$ cat config.mk
export PLATFORM = sky130hd
export DESIGN_NAME = decode
export DESIGN_NICKNAME = d
export VERILOG_FILES = /design/src/rtl/decode_pkg.sv /design/src/rtl/decode_regfile.sv /design/src/rtl/decode.sv
export SDC_FILE = /design/constraint.sdc
export NUM_CORES = 2
export LEC_CHECK = 0
export CELL_PAD_IN_SITES_DETAIL_PLACEMENT = 1
export CELL_PAD_IN_SITES_GLOBAL_PLACEMENT = 2
export CORE_ASPECT_RATIO = 0.8
export CORE_MARGIN = 1
export CORE_UTILIZATION = 40
export DETAILED_ROUTE_END_ITERATION = 16
export PLACE_DENSITY = 0.81
export SYNTH_ARGS = -nofsm -noshare
export SYNTH_HDL_FRONTEND = slang
export SYNTH_SLANG_ARGS = --single-unit
$ cat constraint.sdc
create_clock -name clock -period 12.85 [get_ports clock]
set_clock_uncertainty 0.2 [all_clocks]
set_input_delay 2.57 -clock clock [delete_from_list [all_inputs] [get_ports clock]]
set_output_delay 2.57 -clock clock [all_outputs]
set_load 0.005 [all_outputs]
$ cat src/rtl/decode_pkg.sv
// Shared decode definitions: opcode/funct constants, field positions,
// default bubble PC, RUN/HOLD state encoding and the instruction decoder.
package decode_pkg;

    localparam logic [5:0] OP_RTYPE = 6'h00;
    localparam logic [5:0] OP_J     = 6'h02;
    localparam logic [5:0] OP_JAL   = 6'h03;
    localparam logic [5:0] OP_BEQ   = 6'h04;
    localparam logic [5:0] OP_BNE   = 6'h05;
    localparam logic [5:0] OP_ADDI  = 6'h08;
    localparam logic [5:0] OP_ADDIU = 6'h09;
    localparam logic [5:0] OP_SLTI  = 6'h0A;
    localparam logic [5:0] OP_ANDI  = 6'h0C;
    localparam logic [5:0] OP_ORI   = 6'h0D;
    localparam logic [5:0] OP_LUI   = 6'h0F;
    localparam logic [5:0] OP_LW    = 6'h23;
    localparam logic [5:0] OP_SW    = 6'h2B;
    localparam logic [5:0] FN_JR    = 6'h08;

    localparam int OPC_HI = 31;
    localparam int OPC_LO = 26;
    localparam int RS_HI  = 25;
    localparam int RS_LO  = 21;
    localparam int RT_HI  = 20;
    localparam int RT_LO  = 16;
    localparam int RD_HI  = 15;
    localparam int RD_LO  = 11;
    localparam int FN_HI  = 5;
    localparam int FN_LO  = 0;
    localparam int IMM_HI = 15;
    localparam int IMM_LO = 0;

    localparam logic [31:0] BUBBLE_PC_DEF = 32'h0;

    typedef enum logic {RUN = 1'b0, HOLD = 1'b1} state_t;

    typedef struct packed {
        logic [4:0]  dest;
        logic        reg_write;
        logic        mem_read;
        logic        mem_write;
        logic        is_branch;
        logic        is_jump;
        logic [31:0] imm_ext;
    } ctrl_t;

    // Control bits, destination and extended immediate for one instruction word.
    function automatic ctrl_t decode_insn(input logic [31:0] insn);
        ctrl_t      c;
        logic [5:0] opc;
        logic [15:0] imm;
        opc = insn[OPC_HI:OPC_LO];
        imm = insn[IMM_HI:IMM_LO];
        c = '0;
        c.imm_ext = {{16{imm[15]}}, imm};
        case (opc)
            OP_RTYPE: begin
                c.dest = insn[RD_HI:RD_LO];
                if (insn[FN_HI:FN_LO] == FN_JR) c.is_jump = 1'b1;
                else                            c.reg_write = 1'b1;
            end
            OP_LW: begin
                c.mem_read  = 1'b1;
                c.reg_write = 1'b1;
                c.dest      = insn[RT_HI:RT_LO];
            end
            OP_SW:         c.mem_write = 1'b1;
            OP_BEQ, OP_BNE: c.is_branch = 1'b1;
            OP_J:          c.is_jump   = 1'b1;
            OP_JAL: begin
                c.is_jump   = 1'b1;
                c.reg_write = 1'b1;
                c.dest      = 5'd31;
            end
            OP_ADDI, OP_ADDIU, OP_SLTI, OP_LUI: begin
                c.reg_write = 1'b1;
                c.dest      = insn[RT_HI:RT_LO];
            end
            OP_ANDI, OP_ORI: begin
                c.reg_write = 1'b1;
                c.dest      = insn[RT_HI:RT_LO];
                c.imm_ext   = {16'h0, imm};
            end
            default: ;
        endcase
        // r0 is hardwired; writing it is meaningless
        if (c.dest == 5'd0) c.reg_write = 1'b0;
        return c;
    endfunction

endpackage

$ cat src/rtl/decode_regfile.sv
// 32x32 register file: two async read ports, one synchronous write port.
// r0 reads zero and ignores writes. Define DECODE_WB_BYPASS_EN to forward
// a same-cycle write-back to the read ports.
module regfile
    import decode_pkg::*;
(
    input  logic        clock,
    input  logic        reset_n,
    input  logic        we,
    input  logic [4:0]  waddr,
    input  logic [31:0] wdata,
    input  logic [4:0]  raddr_a,
    input  logic [4:0]  raddr_b,
    output logic [31:0] rdata_a,
    output logic [31:0] rdata_b
);

    logic [31:0] mem [32];

    // Clear everything on reset, otherwise take the write-back (never r0)
    always_ff @(posedge clock) begin
        if (!reset_n) begin
            for (int i = 0; i < 32; i++) mem[i] <= '0;
        end else if (we && waddr != 5'd0) begin
            mem[waddr] <= wdata;
        end
    end

    // Async reads, optionally forwarding the write-back in flight
    always_comb begin
        rdata_a = (raddr_a == 5'd0) ? 32'h0 : mem[raddr_a];
        rdata_b = (raddr_b == 5'd0) ? 32'h0 : mem[raddr_b];
`ifdef DECODE_WB_BYPASS_EN
        if (we && waddr != 5'd0 && waddr == raddr_a) rdata_a = wdata;
        if (we && waddr != 5'd0 && waddr == raddr_b) rdata_b = wdata;
`endif
    end

endmodule

$ cat src/rtl/decode.sv
// Decode stage: field extraction, control generation, register read and
// load-use hazard stall (RUN/HOLD). Outputs registered, 1-cycle latency.
// Optional macro DECODE_WB_BYPASS_EN enables same-cycle write-back forwarding.
module decode
    import decode_pkg::*;
#(
    parameter logic [31:0] BUBBLE_PC = BUBBLE_PC_DEF
) (
    input  logic        clock,
    input  logic        reset_n,
    input  logic [31:0] pc_in,
    input  logic [31:0] insn_in,
    input  logic        do_branch,
    input  logic        wb_we,
    input  logic [4:0]  wb_addr,
    input  logic [31:0] wb_data,
    output logic        stall,
    output logic [31:0] pc_out,
    output logic [31:0] insn_out,
    output logic [31:0] rs_data,
    output logic [31:0] rt_data,
    output logic [31:0] imm_ext,
    output logic [4:0]  dest_reg,
    output logic        reg_write,
    output logic        mem_read,
    output logic        mem_write,
    output logic        is_branch,
    output logic        is_jump
);

    state_t      state;
    logic [31:0] hold_pc, hold_insn;
    logic [31:0] sel_pc, sel_insn;
    logic [31:0] rd_a, rd_b;
    logic        hazard, kill;
    ctrl_t       ctrl;

    // In HOLD the parked instruction is decoded instead of the fetch input
    assign sel_pc   = (state == HOLD) ? hold_pc   : pc_in;
    assign sel_insn = (state == HOLD) ? hold_insn : insn_in;
    assign ctrl     = decode_insn(sel_insn);

    regfile u_rf (
        .clock   (clock),
        .reset_n (reset_n),
        .we      (wb_we),
        .waddr   (wb_addr),
        .wdata   (wb_data),
        .raddr_a (sel_insn[RS_HI:RS_LO]),
        .raddr_b (sel_insn[RT_HI:RT_LO]),
        .rdata_a (rd_a),
        .rdata_b (rd_b)
    );

    // Load-use: the load now in execute writes a register this fetch reads
    always_comb begin
        hazard = mem_read && dest_reg != 5'd0 && pc_in != 32'h0 &&
                 (dest_reg == insn_in[RS_HI:RS_LO] || dest_reg == insn_in[RT_HI:RT_LO]);
        stall  = reset_n && !do_branch && state == RUN && hazard;
        kill   = !reset_n || do_branch || stall || sel_pc == 32'h0;
    end

    // State, hold register and registered decode outputs
    always_ff @(posedge clock) begin
        if (!reset_n || do_branch) begin
            state     <= RUN;
            hold_pc   <= '0;
            hold_insn <= '0;
        end else if (stall) begin
            state     <= HOLD;
            hold_pc   <= pc_in;
            hold_insn <= insn_in;
        end else begin
            state     <= RUN;
        end

        if (kill) begin
            pc_out    <= BUBBLE_PC;
            insn_out  <= '0;
            rs_data   <= '0;
            rt_data   <= '0;
            imm_ext   <= '0;
            dest_reg  <= '0;
            reg_write <= 1'b0;
            mem_read  <= 1'b0;
            mem_write <= 1'b0;
            is_branch <= 1'b0;
            is_jump   <= 1'b0;
        end else begin
            pc_out    <= sel_pc;
            insn_out  <= sel_insn;
            rs_data   <= rd_a;
            rt_data   <= rd_b;
            imm_ext   <= ctrl.imm_ext;
            dest_reg  <= ctrl.dest;
            reg_write <= ctrl.reg_write;
            mem_read  <= ctrl.mem_read;
            mem_write <= ctrl.mem_write;
            is_branch <= ctrl.is_branch;
            is_jump   <= ctrl.is_jump;
        end
    end

endmodule

; ---- Word-level counts from Yosys, hierarchy flattened
; Memory sizes are Yosys's and may differ from the RTL's. A register that Yosys moved wholly into a read port is not among the register bits.
; Cells that the tools add are included.
[op_classes]
bitwise_logic = 1
eq_ne = 15
n_reduce_logical = 29
mux = 17
[ops]
columns = cell, n
row1 = $mux W32, 3
row2 = $eq A6 B4 Y1 const B, 7
row3 = $logic_not A32 Y1, 1
row4 = $reduce_bool A32 Y1, 1
row5 = $reduce_or A32 Y1, 1
row6 = $pmux W6 S3, 1
row7 = $logic_not A5 Y1, 3
row8 = $eq A6 B2 Y1 const B, 2
row9 = $eq A6 B3 Y1 const B, 2
row10 = $eq A6 B6 Y1 const B, 2
row11 = $mux W1, 11
row12 = $eq A5 B5 Y1, 2
row13 = $reduce_bool A5 Y1, 2
row14 = $reduce_or A2 Y1, 5
row15 = $logic_and A1 B1 Y1, 7
row16 = $reduce_or A7 Y1, 1
row17 = $logic_not A6 Y1, 1
row18 = $mux W5, 1
row19 = $logic_or A1 B1 Y1, 4
row20 = $reduce_or A3 Y1, 1
row21 = $logic_not A1 Y1, 2
row22 = $pmux W1 S2, 1
row23 = $not A1 Y1, 1
[totals]
out_inout_bits = 171
elab_cells = 76
mem_count = 1
reg_bits = 156
ram_bits = 1024
inputBits = 105
[mem_list]
columns = name, depth, width, read_ports, rd_clocked_by_memory_dff, write_ports, line
row1 = u_rf.mem, 32, 32, 2, 2, 32, decode_regfile.sv:18  ; logic [31:0] mem [32];

; ---- Logic depth before layout (Yosys ltp)
[depth]
word_depth = 8
depth_mapped = 11
ltp_nobuf = 6

; ---- Hierarchy
; From an unflattened synthesis, not the netlist that was laid out.
[unflattened]
cells_unflattened = 4279
area_unflattened_um2 = 61544.0
[modules_own_cells]
columns = mod, cells_each, n_inst, seq_area_each_um2, area_per_inst_um2
row1 = regfile, 3509, 1, 30749.5, 54204.5
row2 = decode, 770, 1, 4083.9, 7339.5

; ---- Worst setup path after synthesis
; OpenSTA, ideal clock, no wires.
[synth_path]
kind = input to output
start = input port reset_n
end = output port stall
t_arrival_ns = 4.452
n_path_buf = 3
stages = 7
path_slack_ns = 5.628
required_time_ns = 10.080
cell_sequence = buf_2 inv_1 nor2_2 o2111ai_1 nor3_1 buf_2 clkbuf_1
[synth_between]
elab_chain_cells = 3
[synth_rtl]
columns = element, line
row1 = start: declaration, decode.sv:10  ; input logic reset_n,
row2 = $logic_and A1 B1 Y1 (3 in a row), decode.sv:59  ; stall = reset_n && !do_branch && state == RUN && hazard;
row3 = end: declaration, decode.sv:17  ; output logic stall,
; Every way passes these cells.

; ---- Worst setup path in the final report
; Ends and elaborated chain as after synthesis.

==> flow_summary.ini <==
[route]
detail_route.drc_violations = 0
ant_nets = 0
wl_mm = 254
vias = 47953
drt_iter0_markers = 7153
via_per_inst = 6.52
wire_per_inst_um = 34.5
dr.pass1.iters = 6

[grt]
antenna_found_initial = 34
grt_usage = 0.316
grt_pass1_vias = 47585
grt_first_pass_wirelength_mm = 355
grt_overflow_total = 0
grt_max_degree = 130

[cells_and_area]
regMostFlops = u_rf.mem
synthToLayoutAreaGrowth_pct = 14.5
layout_common_cells = 1,024 x edfxtp_1, 993 x and2_1, 638 x nand2_1
fillCellCount = 15787
drive_above_1_share = 0.123
fin_util = 0.462
largest_reg_flops = 1024
layout_commonest_cell = edfxtp_1
final_nets = 5298
layout.cells.non_filler = 7357

[critical_path]
arrival_ns = 5.91
path_class = in2out
cp_top_family = buffers and inverters
worstPathMaxFanout = 36
cpMostUsedCell = buf_4
path_buf_inv = 5
crit_chain = buf_4, inv_2, buf_4, nor2_4, o2111ai_1, nor3_2, buf_4, clkdlybuf4s50_1
worstSetupEndpointType = primary output
start_kind = input pin
crit_required_ns = 10.08
slowest_delay_ns = 0.73
cp_slowest_cell = buf_4

[floorplan]
core_area_um2 = 155000
die_h_um = 356
dieArea_um2 = 158000
rows = 129
io_pins = 276
initial_core_util = 0.404
die_w_um = 444

[timing]
drv_slew = 0
period_share = 0.675
finalCriticalPeriod_ns = 8.68
hold_viol_final = 0
max_freq_mhz = 115
worst_slew_pin_slew_ns = 1.22
rsz0062_at_grt = false
tns_ns = 0
relSlewSlack = 0.188
setup_viol = 0

[hold_path]
hp-class = reg2reg

[power_and_ir_drop]
irDropWorstVdd_mv = 0.0902
leakagePower_nw = 24.8
powerDensity_nw_per_um2 = 134

[cts]
cts_max_path_buffers = 3
clk-insertion-delay-late_ns = 0.81
postCtsSetupBuffers = 0
cts_resized = 0
cts_buffers = 135
hold_buffers = 0
path_clk_slew_ns = 0.06
root_buffer = clkbuf_16
htreeDepth = 4
cts_tree = yes
clkSinkCount = 1228

[job]
drv_cap = 0

[logic_synthesis]
synth_top_family_by_area = simple AND/OR/NAND/NOR gates
synthAdderAreaFrac = 0
async_reset_ff_frac = 0
synth-xor-area-share = 0.00140
synth-simple-area-share = 0.171
synth.distinct_cells = 59
synth_ff_type = edfxtp_1
yosys_register_bits = 1228
synth_cells = 5176
syn_area_um2 = 62600
syn_area_per_cell_um2 = 12.1
seq_area_frac_synth = 0.557
synth_edf_count = 1024
synth_compound_area_frac = 0.0830
yosysWarningCount = 0
muxShareOfSynthArea = 0.148

[placement]
dpl.hpwl_mm = 146
gp_congestion = 0.848
io_buffer_count = 275
placed_cells = 7086

[run_status]
outcome = finished clean
metal layers:
layer  up-vias  global-route usage  part of all wire
li1      19303                   -                 -
met3       619              0.0834              0.12
met5         -                   0           0.00040
met2      3238               0.473              0.44
met4        16               0.138             0.047
met1     24777               0.432              0.40
final timing paths:
check | from | endpoint | slack, ns | cells past startpoint
worst max-delay path | reset_n | stall | 4.17 | 8
worst min-delay path | hold_insn[10] | hold_insn[10] | 0.26 | 2
worst max register to register | state | rs_data[31] | 8.01 | 8
worst min register to register | hold_insn[10] | hold_insn[10] | 0.26 | 2
synthesized netlist by cell type (2+ instances only):
library cell / count / area (um2)
o21ai_0: 107 / 536
buf_4: 67 / 503
dfxtp_1: 204 / 4080
buf_6: 5 / 56.3
o31a_1: 31 / 272
nand2b_1: 4 / 25.0
o22ai_1: 93 / 582
o2111ai_1: 3 / 26.3
nand4_1: 68 / 425
a21oi_1: 127 / 636
mux4_2: 248 / 5590
a22oi_1: 5 / 37.5
nand3_1: 173 / 866
o21a_1: 32 / 240
buf_1: 14 / 52.6
nor3b_1: 2 / 15.0
inv_1: 2 / 7.51
o2111a_1: 3 / 33.8
or4_1: 3 / 22.5
buf_2: 107 / 536
edfxtp_1: 1024 / 30700
mux2_2: 7 / 78.8
a2111oi_0: 2 / 17.5
nor4_1: 17 / 106
a32oi_1: 189 / 1660
nand2_1: 642 / 2410
a221oi_1: 96 / 841
clkbuf_1: 345 / 1290
or3_1: 3 / 18.8
and2_1: 993 / 6210
mux2i_2: 2 / 27.5
nor3_1: 10 / 50.1
nand3b_1: 8 / 60.1
a31oi_1: 32 / 200
o211ai_1: 2 / 15.0
nor2_1: 116 / 435
o31ai_1: 2 / 15.0
xor2_1: 10 / 87.6
mux2i_1: 358 / 3580
power breakdown:
| group | leakage [nW] | total [mW] | switching (mW) | internal, mW |
|---|---|---|---|---|
| Clock | 2.12 | 3.86 | 1.70 | 2.17 |
| Combinational | 11.3 | 1.11 | 0.714 | 0.397 |
| Sequential | 11.4 | 4.65 | 0.130 | 4.52 |
cell type report:
class / count / area, um2 / share of cell area
sequential: 1228 / 34800 / 0.486
multi-input combinational: 3439 / 26200 / 0.366
clock buffer: 193 / 3870 / 0.0541
timing repair buffer: 387 / 3680 / 0.0514
tap: 2030 / 2540 / 0.0355
clock inverter: 55 / 417 / 0.00582
antenna: 23 / 57.6 / 0.000804
inverter: 2 / 7.51 / 0.000105
worst register-to-register path, cell delays in order, from the launching register on:
cell and delay, ns:
dfxtp_4 0.54, buf_4 0.64, mux2i_4 0.36, buf_4 0.73, buf_4 0.95, nand3_1 0.23, o2111a_1 0.21, a2111oi_0 0.74
nor3_1 0.11
logic make-up (layout without fill, tap and decap cells):
| family | after synthesis | in the layout |
|---|---|---|
| xor+xnor | 10 | 10 |
| flops | 1228 | 1228 |
| mux | 616 | 616 |
| other cells | 1 | 55 |
| buf+inv | 540 | 637 |
| simple gates | 2047 | 2047 |
| compound gates | 734 | 734 |
per-stage QoR:
stage	power, mW	setup slack (ns)	instance area [um2]	hold WS (ns)
after floorplan	5.31	5.63	62700	0.236
after global placement	5.77	4.16	67300	0.244
after detailed placement	5.81	4.14	67300	0.254
after CTS	9.61	4.13	71600	0.262
after global routing	9.84	3.98	71600	0.277
final	9.62	4.17	71600	0.259
Note: power is estimated with default switching activity, not from simulation.
